===== src/rtl/control_merge_pkg.sv =====
// control_merge_pkg: helpers shared by the handshake merge and mux blocks.
//   clog2_min1      : index width needed to address n channels (never below 1)
//   index_width_ok  : legality check for an index port width
package control_merge_pkg;

    function automatic int clog2_min1(input int n);
        int r;
        r = 1;
        for (int k = 0; k < 31; k++) begin
            if ((1 << r) < n) r++;
        end
        return r;
    endfunction

    function automatic bit index_width_ok(input int size, input int iw);
        return iw >= clog2_min1(size);
    endfunction

endpackage


===== src/rtl/control_merge_tehb.sv =====
// control_merge_tehb: one-slot transparent elastic buffer.
//   When empty the input passes straight through (zero latency); when the
//   consumer stalls, the offered word is captured and held until it drains.
//   clk, rst        : clock, synchronous active-high reset
//   ins_i/_valid_i  : upstream word and valid;  ins_ready_o = slot empty
//   outs_o/_valid_o : downstream word and valid; outs_ready_i from consumer
module control_merge_tehb #(
    parameter int DATA_WIDTH = 32
) (
    input  logic                  clk,
    input  logic                  rst,
    input  logic [DATA_WIDTH-1:0] ins_i,
    input  logic                  ins_valid_i,
    output logic                  ins_ready_o,
    output logic [DATA_WIDTH-1:0] outs_o,
    output logic                  outs_valid_o,
    input  logic                  outs_ready_i
);

    logic                  full_q, full_d;
    logic [DATA_WIDTH-1:0] data_q, data_d;

    assign ins_ready_o  = ~full_q;
    assign outs_valid_o = full_q | ins_valid_i;
    assign outs_o       = full_q ? data_q : ins_i;

    always_comb begin
        full_d = outs_valid_o & ~outs_ready_i;
        data_d = data_q;
        // Only capture into an empty slot; a held word is never replaced.
        if (!full_q && ins_valid_i && !outs_ready_i) data_d = ins_i;
    end

    always_ff @(posedge clk) begin
        if (rst) begin
            full_q <= 1'b0;
            data_q <= '0;
        end else begin
            full_q <= full_d;
            data_q <= data_d;
        end
    end

endmodule


===== src/rtl/control_merge.sv =====
// control_merge: nondeterministic merge of SIZE handshake channels that also
// reports the winning channel number, feeding a downstream handshake mux.
//   Path: priority arbiter -> one-slot TEHB (data+index) -> eager fork.
//   clk, rst                    : clock, synchronous active-high reset
//   ins/ins_valid/ins_ready     : SIZE packed input channels
//   outs/outs_valid/outs_ready  : merged data channel
//   index/index_valid/index_ready : winning channel number
module control_merge
    import control_merge_pkg::*;
#(
    parameter int SIZE        = 2,
    parameter int DATA_WIDTH  = 32,
    parameter int INDEX_WIDTH = 1
) (
    input  logic                       clk,
    input  logic                       rst,
    input  logic [SIZE*DATA_WIDTH-1:0] ins,
    input  logic [SIZE-1:0]            ins_valid,
    output logic [SIZE-1:0]            ins_ready,
    output logic [DATA_WIDTH-1:0]      outs,
    output logic                       outs_valid,
    input  logic                       outs_ready,
    output logic [INDEX_WIDTH-1:0]     index,
    output logic                       index_valid,
    input  logic                       index_ready
);

    localparam int PAYLOAD_WIDTH = DATA_WIDTH + INDEX_WIDTH;

    if (!index_width_ok(SIZE, INDEX_WIDTH)) begin : g_bad_index_width
        $error("control_merge: INDEX_WIDTH too small for SIZE");
    end

    // ---------------- priority arbiter ----------------
    logic [SIZE-1:0]          win_oh;
    logic [INDEX_WIDTH-1:0]   win_idx;
    logic [DATA_WIDTH-1:0]    win_data;
    logic                     any_valid;
    logic                     tehb_ready;

    // Descending scan so the lowest valid channel is the last to overwrite.
    always_comb begin
        win_oh   = '0;
        win_idx  = '0;
        win_data = '0;
        for (int i = SIZE - 1; i >= 0; i--) begin
            if (ins_valid[i]) begin
                win_oh    = '0;
                win_oh[i] = 1'b1;
                win_idx   = INDEX_WIDTH'(i);
                win_data  = ins[i*DATA_WIDTH +: DATA_WIDTH];
            end
        end
    end

    assign any_valid = |ins_valid;
    assign ins_ready = win_oh & {SIZE{tehb_ready}};

    // ---------------- one-slot buffer ----------------
    logic [PAYLOAD_WIDTH-1:0] tehb_data;
    logic                     tehb_valid;
    logic                     fork_ready;

    control_merge_tehb #(
        .DATA_WIDTH (PAYLOAD_WIDTH)
    ) u_tehb (
        .clk          (clk),
        .rst          (rst),
        .ins_i        ({win_idx, win_data}),
        .ins_valid_i  (any_valid),
        .ins_ready_o  (tehb_ready),
        .outs_o       (tehb_data),
        .outs_valid_o (tehb_valid),
        .outs_ready_i (fork_ready)
    );

    // ---------------- eager fork ----------------
    // sent_*_q remember that a consumer already took the current token so a
    // fast consumer is not offered it twice while the other one lags.
    logic sent_o_q, sent_o_d;
    logic sent_i_q, sent_i_d;

    assign outs        = tehb_data[DATA_WIDTH-1:0];
    assign index       = tehb_data[PAYLOAD_WIDTH-1:DATA_WIDTH];
    assign outs_valid  = tehb_valid & ~sent_o_q;
    assign index_valid = tehb_valid & ~sent_i_q;
    assign fork_ready  = (outs_ready | sent_o_q) & (index_ready | sent_i_q);

    always_comb begin
        sent_o_d = sent_o_q;
        sent_i_d = sent_i_q;
        if (fork_ready) begin
            sent_o_d = 1'b0;
            sent_i_d = 1'b0;
        end else begin
            sent_o_d = sent_o_q | (outs_valid & outs_ready);
            sent_i_d = sent_i_q | (index_valid & index_ready);
        end
    end

    always_ff @(posedge clk) begin
        if (rst) begin
            sent_o_q <= 1'b0;
            sent_i_q <= 1'b0;
        end else begin
            sent_o_q <= sent_o_d;
            sent_i_q <= sent_i_d;
        end
    end

endmodule

===== config.mk =====
export PLATFORM = sky130hd
export DESIGN_NAME = control_merge
export DESIGN_NICKNAME = d
export VERILOG_FILES = /design/src/rtl/control_merge_pkg.sv /design/src/rtl/control_merge_tehb.sv /design/src/rtl/control_merge.sv
export SDC_FILE = /design/constraint.sdc
export NUM_CORES = 1
export LEC_CHECK = 0
export ABC_AREA = 1
export ABC_CLOCK_PERIOD_IN_PS = 5200
export BUFFER_PORTS_ARGS = -buffer_cell sky130_fd_sc_hd__buf_2
export CAP_MARGIN = 20
export CORE_UTILIZATION = 40
export CTS_CLUSTER_DIAMETER = 200
export DETAILED_ROUTE_END_ITERATION = 6
export PLACE_DENSITY = 0.67
export SLEW_MARGIN = 5
export SYNTH_ARGS = -nofsm -noshare
export SYNTH_HDL_FRONTEND = slang
export SYNTH_SLANG_ARGS = --single-unit
export TNS_END_PERCENT = 100

===== constraint.sdc =====
create_clock -name clk -period 5.2 [get_ports clk]
set_input_delay 1.56 -clock clk [delete_from_list [all_inputs] [get_ports clk]]
set_output_delay 1.56 -clock clk [all_outputs]
set_load 0.03 [all_outputs]

## After elaboration in Yosys (flattened, before gate mapping)

Cells that the tools add are included.
Widths: inputs -> output; s select.

| operators by class | value |
|---|---|
| bitwise logic cells | 16 |
| reduce and logical (&&, ||, !) cells | 6 |
| mux-type cells | 7 |

Operators with widths:

| cell | number |
|---|---|
| $mux 32 | 2 |
| $mux 33 | 1 |
| $and 1x1->1 | 6 |
| $or 1x1->1 | 5 |
| $mux 2 | 2 |
| $not 1->1 | 4 |
| $reduce_or 2->1 | 2 |
| $and 2x2->2 | 1 |
| $logic_and 1x1->1 | 2 |
| $logic_not 1->1 | 2 |
| $mux 1 | 2 |

| storage, ports and cells | value |
|---|---|
| input bits | 70 |
| register bits after elaboration | 36 |
| logic and storage cells | 33 |
| output and inout port bits | 37 |

## Longest topological paths before layout

Gate-level depths: netlist (run 1).

| depth | value |
|---|---|
| depth in word-level cells | 5 |
| depth in mapped cells | 9 |
| gate-level depth less buffers | 7 |

## Hierarchy

From an unflattened synthesis (run 1), not the netlist that was laid out.

| unflattened totals | value |
|---|---|
| cells, all modules | 487 |
| area total of the unflattened synthesis | 2610.0 µm² |

By module, submodules not included:

| module | instances | seq. area each (µm²) | area each (µm²) | cells each |
|---|---|---|---|---|
| control_merge_tehb | 1 | 680.7 | 2045.7 | 357 |
| control_merge | 1 | 40.0 | 564.3 | 130 |

## Worst setup path after synthesis (run 1)

Ideal clock, no wire load.

| path | value |
|---|---|
| path type | input -> output |
| from | in ins_valid[0] |
| to | out outs[10] |
| data arrival time | 2525 ps |
| cell stages on the path | 7 |
| setup slack | 1115 ps |
| buffers on the path | 2 |
| cell sequence | buf_4 > nor2_4 > buf_2 > nand2_1 > nand2_1 > nand2_1 > o21ai_0 |

| on the way | value |
|---|---|
| cells in the longest elaborated chain, start to end | 2 |

Ends and longest elaborated chain:

| item | RTL line | text |
|---|---|---|
| start, declared | control_merge.sv:18 | `input logic [SIZE-1:0] ins_valid,` |
| $mux 32 | control_merge.sv:47 | `if (ins_valid[i]) begin` |
| $mux 33 | control_merge_tehb.sv:25 | `assign outs_o = full_q ? data_q : ins_i;` |
| end, declared | control_merge.sv:20 | `output logic [DATA_WIDTH-1:0] outs,` |

No other way between the ends.

## Worst setup path after layout (run 1)

| path | value |
|---|---|
| from | in ins_valid[1] |
| to | out outs[18] |

| on the way | value |
|---|---|
| cells in the longest elaborated chain, start to end | 3 |

Ends and longest elaborated chain:

| item | RTL line |
|---|---|
| $mux 32 (2 in series) | control_merge.sv:47 |
| $mux 33 | control_merge_tehb.sv:25 |

No other way between the ends.

==> flow_metrics.env, run 1 <==
export IMPL_synth_distinct_cells=14
export IMPL_die_h_um=76.83
export IMPL_fin_util_pct=55.11
export IMPL_hold_class="reg2reg"
export IMPL_cts_resized=0
export IMPL_viasPerCell=4.349
export IMPL_grt_overflow=0
export IMPL_worstPathArrival_ps=2900
export IMPL_worst_pin_slew_ps=932.9
export IMPL_power_density_mw_per_mm2=297.7
export IMPL_slew_viol_final=0
export IMPL_grt_pass1_wl_mm=9.377
export IMPL_synth_async_reset_ratio_pct=0
export IMPL_drt_first_pass_iters=4
export IMPL_core_mm2=0.005238
export IMPL_place_congestion=0.7469
export IMPL_wl_per_cell_um=9.332
export IMPL_r2r_setup_slack_ps=3450
export IMPL_grt_max_degree=66
export IMPL_ff2ff_path_depth=4
export IMPL_yosysMostFrequentCell="nand2_1"
export IMPL_syn_cell_area_mm2=0.002240
export IMPL_drc=0
export IMPL_nNetsFinal=575
export IMPL_cts_max_path_buffers=2
export IMPL_rr_endpoint="u_tehb.data_q[32]"
export IMPL_seq_area_frac_synth_pct=32.18
export IMPL_synth_fp_nets=482
export IMPL_synth_area_leader_cell="nand2_1"
export IMPL_io_buffers=106
export IMPL_start_kind="input port"
export IMPL_synth_top_area_share_pct=33.69
export IMPL_cts_tree="built"
export IMPL_setup_viol=0
export IMPL_synth_area_leaders="nand2_1, dfxtp_1, nor2_1"
export IMPL_hold_buffers=0
export IMPL_finalCritPeriodShare_pct=85.68
export IMPL_grt_antenna_before_repair=0
export IMPL_synth_seq_cells=36
export IMPL_top_level_ports=107
export IMPL_synth_flop_cell="dfxtp_1"
export IMPL_relSlewSlack_pct=37.42
export IMPL_worst_clock_skew_ps=2.806
export IMPL_drt_iter0_drc=93
export IMPL_rsz0062_at_grt="false"
export IMPL_root_buffer="clkbuf_8"
export IMPL_hpwl_mm=3.776
export IMPL_final_antenna_net_count=0
export IMPL_leakage_nw=1.727
export IMPL_cts_sinks=36
export IMPL_htreeDepth=2
export IMPL_area_growth_pct=28.88
export IMPL_reg2reg_from="u_tehb.full_q"
export IMPL_outcome="completed"
export IMPL_initial_core_util_pct=42.76
export IMPL_wl_mm=5.375
export IMPL_crit_type="in2out"
export IMPL_avgSynthCellArea_um2=5.436
export IMPL_maxCapViolCount=0
export IMPL_fp_dieArea_mm2=0.005902
export IMPL_synth_edf_count=0
export IMPL_die_w_um=76.83
export IMPL_endpoint="outs[18]"
export IMPL_yosysWarnings=0
export IMPL_irDropWorstVdd_mv=0.1184
export IMPL_antenna_cells=0
export IMPL_drive_gt1_share_pct=23.91
export IMPL_rows=26
export IMPL_startpoint="ins_valid[1]"
export IMPL_nFillCells=547
export IMPL_vias=2505
export IMPL_place_ws_ps=723.5
export IMPL_grt_total_usage_pct=19.25
export IMPL_clk_pin_slew_worst_paths_ps=70
export IMPL_setup_tns_ps=0
export IMPL_yosys_top_cells_count="nand2_1, nor2_1, inv_1"
export IMPL_post_cts_setup_buffers=0
export IMPL_fin_ws_ps=744.7
export IMPL_cts_buffers_inserted=5
export IMPL_required_ps=3640
export IMPL_crit_fanout=20
export IMPL_cp_end_kind="primary output"
export IMPL_netlist_instances=412
export IMPL_grt_pass1_vias=2237
export IMPL_hold_viol=0
export IMPL_clk_latency_ps=280
export IMPL_fin_crit_ps=4455
export IMPL_max_freq_mhz=224.5
-- cells in the final DEF (no fill, tap or decap) --
cell type,count
nor2_4,1
nand3_1,1
nor2_2,1
buf_4,3
clkbuf_8,7
inv_1,40
nor2_1,71
o21ai_0,34
buf_2,106
buf_12,1
dfxtp_1,36
nand2_1,200
nand2_2,1
bufinv_16,1
o21ai_1,1
clkinv_1,2
-- state kept, by name, indices dropped and copies added, names as in the netlist --
name           count
sent_i_q           1
sent_o_q           1
u_tehb.full_q      1
u_tehb.data_q     33
-- how the worst min path moves through the flow --
| stage | start | to | slack [ps] | cells after the start |
|---|---|---|---|---|
| after global placement | u_tehb.data_q[32] | u_tehb.data_q[32] | 460 | 2 |
| after detailed placement | u_tehb.data_q[32] | u_tehb.data_q[32] | 480 | 2 |
| after floorplan | u_tehb.data_q[32] | u_tehb.data_q[32] | 450 | 2 |
| after CTS | u_tehb.data_q[32] | u_tehb.data_q[32] | 490 | 2 |
| final | u_tehb.data_q[32] | u_tehb.data_q[32] | 490 | 2 |
| after global routing | u_tehb.data_q[32] | u_tehb.data_q[32] | 530 | 2 |
-- layout make-up --
class                   instances  area [µm²]  share of cell area [%]
clock inverters                 1       30.03                   1.040
inverters                      42       157.7                   5.462
well taps                      70       87.58                   3.034
multi-input cells             310        1221                   42.31
repair buffers                110       573.1                   19.85
clock buffers                   7       96.34                   3.338
flip-flops and latches         36       720.7                   24.97
-- kinds of logic after synthesis --
family	count (synthesis)	synth area share (%)
buf+inv	66	13.41
simple gates	275	46.59
flops	36	32.18
compound gates	35	7.821
-- worst max-delay path, stage by stage --
cell and delay [ps]:
buf_2 100, inv_1 60, nor2_4 360, buf_4 290
nand2_1 70, nand2_1 80, nand2_1 50, o21ai_0 80
buf_2 240
-- power by group --
| part | internal, mW | total (mW) | switching, mW |
|---|---|---|---|
| clock | 0.169 | 0.266 | 0.0971 |
| combinational | 0.0913 | 0.280 | 0.189 |
| sequential | 0.305 | 0.313 | 0.00791 |
| total | 0.566 | 0.859 | 0.294 |
-- routing by layer --
layer / track usage [%] / part of all wire, % / up-vias
li1: - / - / 1401
met1: 24.40 / 48 / 1021
met2: 31.43 / 43 / 78
met3: 5.476 / 7.7 / 5
met4: 5.769 / 0.71 / 0
met5: 0 / 0 / -
-- stage by stage --
stage / instances / power, mW / area [µm²] / hold WS, ps
global placement: 567 / 0.5956 / 2740 / 464.9
floorplan: 412 / 0.5293 / 2240 / 452.7
detailed placement: 567 / 0.5990 / 2740 / 482.5
CTS: 575 / 0.8711 / 2867 / 491.9
global route: 576 / 0.9228 / 2887 / 533.8
finish: 576 / 0.8594 / 2887 / 493.0
(Power assumes the default switching activity.)
==> run 2, diff against run 1 <==
- ABC_AREA: 1 -> not set
- ABC_CLOCK_PERIOD_IN_PS: 5200 -> 4800
- CTS_BUF_LIST: not set -> sky130_fd_sc_hd__clkbuf_4 sky130_fd_sc_hd__clkbuf_8
- clock period: 5.2 -> 4.8 ns (I/O delays scaled with it)
==> flow_metrics.env, run 2 <==
export IMPL_antenna_cells=0
export IMPL_grt_max_degree=39
export IMPL_grt_overflow=0
export IMPL_grt_pass1_wl_mm=9.294
export IMPL_cts_resized=0
export IMPL_max_freq_mhz=237.2
export IMPL_required_ps=3360
export IMPL_crit_fanout=23
export IMPL_holdPathStages=2
export IMPL_synth_fp_nets=313
export IMPL_crit_type="in2out"
export IMPL_fin_crit_ps=4215
export IMPL_min_from="u_tehb.data_q[5]"
export IMPL_wl_per_cell_um=13.69
export IMPL_yosysWarnings=0
export IMPL_slew_viol_final=0
export IMPL_die_w_um=76.75
export IMPL_synth_distinct_cells=23
export IMPL_finalCritPeriodShare_pct=87.82
export IMPL_core_mm2=0.005238
export IMPL_seq_area_frac_synth_pct=32.25
export IMPL_synth_seq_cells=36
export IMPL_reg2reg_from="u_tehb.full_q"
export IMPL_r2r_setup_slack_ps=2760
export IMPL_synth_top_area_share_pct=32.25
export IMPL_initial_core_util_pct=42.67
export IMPL_setup_tns_ps=0
export IMPL_largest_reg_flops=33
export IMPL_outcome="completed"
export IMPL_irDropWorstVdd_mv=0.1938
export IMPL_leakage_nw=1.242
export IMPL_avgSynthCellArea_um2=9.196
export IMPL_synth_flop_cell="dfxtp_1"
export IMPL_hold_viol=0
export IMPL_root_buffer="clkbuf_8"
export IMPL_hold_buffers=0
export IMPL_viasPerCell=5.214
export IMPL_place_ws_ps=591.0
export IMPL_htreeDepth=2
export IMPL_vias=2117
export IMPL_yosys_top_cells_count="a21oi_1, dfxtp_1, inv_1, mux2i_1, a22oi_1"
export IMPL_place_congestion=0.7916
export IMPL_cp_end_kind="primary output"
export IMPL_worst_pin_slew_ps=1107
export IMPL_setup_viol=0
export IMPL_drt_first_pass_iters=4
export IMPL_area_growth_pct=27.32
export IMPL_post_cts_setup_buffers=0
export IMPL_worst_clock_skew_ps=2.397
export IMPL_drc=0
export IMPL_clk_latency_ps=280
export IMPL_regMostFlops="u_tehb.data_q"
export IMPL_maxCapViolCount=0
export IMPL_wl_mm=5.557
export IMPL_cts_buffers_inserted=5
export IMPL_fin_hold_ws_ps=525.8
export IMPL_power_density_mw_per_mm2=319.6
export IMPL_grt_pass1_vias=1997
export IMPL_io_buffers=106
export IMPL_mostFrequentLayoutCells="buf_2, a21oi_1, dfxtp_1"
export IMPL_cts_sinks=36
export IMPL_synth_area_leader_cell="dfxtp_1"
export IMPL_clk_pin_slew_worst_paths_ps=70
export IMPL_top_level_ports=107
export IMPL_worstPathArrival_ps=2780
export IMPL_hpwl_mm=3.581
export IMPL_relSlewSlack_pct=26.20
export IMPL_start_kind="input port"
export IMPL_netlist_instances=243
export IMPL_final_antenna_net_count=0
export IMPL_rsz0062_at_grt="false"
export IMPL_ff2ff_path_depth=4
export IMPL_dpl_instance_area_mm2=0.002748
export IMPL_rows=26
export IMPL_final_common_cell="buf_2"
export IMPL_drt_iter0_drc=131
export IMPL_die_h_um=76.75
export IMPL_fin_ws_ps=584.7
export IMPL_grt_total_usage_pct=19.36
export IMPL_grt_antenna_before_repair=0
export IMPL_rr_endpoint="u_tehb.data_q[9]"
export IMPL_synth_async_reset_ratio_pct=0
export IMPL_finish_instance_area_mm2=0.002845
export IMPL_synth_area_leaders="dfxtp_1, a211oi_2, mux2i_1"
export IMPL_cts_max_path_buffers=2
export IMPL_nNetsFinal=405
export IMPL_synth_edf_count=0
export IMPL_whs_endpoint="u_tehb.data_q[5]"
export IMPL_fp_dieArea_mm2=0.005890
export IMPL_drive_gt1_share_pct=45.54
export IMPL_syn_cell_area_mm2=0.002235
export IMPL_cts_tree="built"
export IMPL_hold_class="reg2reg"
## run 2: how the worst max path moves through the flow
stage,start,to,slack (ps),depth (start not counted)
global placement,ins_valid[0],outs[6],630,6
floorplan,ins_valid[0],index,590,3
global route,ins_valid[0],outs[31],460,6
detailed placement,ins_valid[0],outs[6],590,6
CTS,ins_valid[0],outs[6],590,6
finish,ins_valid[0],outs[6],580,6
## run 2: cell type report
| class | instances | area (µm²) |
|---|---|---|
| sequential | 36 | 721.9 |
| inverter | 32 | 120.1 |
| multi-input combinational | 149 | 1250 |
| clock buffer | 8 | 97.59 |
| fill | 500 | 2392 |
| timing repair buffer | 111 | 568.0 |
| tap | 70 | 87.58 |
## run 2: per-layer routing
metal,vias to the layer above,GRT usage (%),part of all wire (%)
met3,4,4.762,5.7
met2,81,33.66,47
met5,-,0,0
li1,1068,-,-
met4,0,3.462,0.38
met1,964,24.18,47
## run 2: per-stage QoR
step | utilization, % | std cells | power (mW)
2_1_floorplan | - | 243 | 0.6039
3_3_place_gp | 52.46 | 398 | 0.6825
3_5_place_dp | 52.46 | 398 | 0.6874
4_1_cts | 54.32 | 406 | 0.9181
5_1_grt | 54.32 | 406 | 0.9653
6_report | 54.32 | 406 | 0.9094
## run 2: critical path, stage by stage
cell and delay, ps:
buf_2 370, nor2b_2 90, buf_4 210, a22oi_1 250, mux2i_1 160, buf_2 240
## run 2: cells by family (layout without fill, tap and decap cells)
| family | Yosys count | in the layout | synth area share, % |
|---|---|---|---|
| buffers and inverters | 58 | 151 | 11.93 |
| AND/OR/NAND/NOR | 13 | 13 | 3.360 |
| flip-flops | 36 | 36 | 32.25 |
| multiplexers | 32 | 32 | 14.33 |
| AO/OA/AOI/OAI | 104 | 104 | 38.13 |
## run 2: where the power goes
part	switching [mW]	internal, mW
Clock	0.102	0.128
Combinational	0.198	0.122
Sequential	0.0281	0.331
Total	0.328	0.581
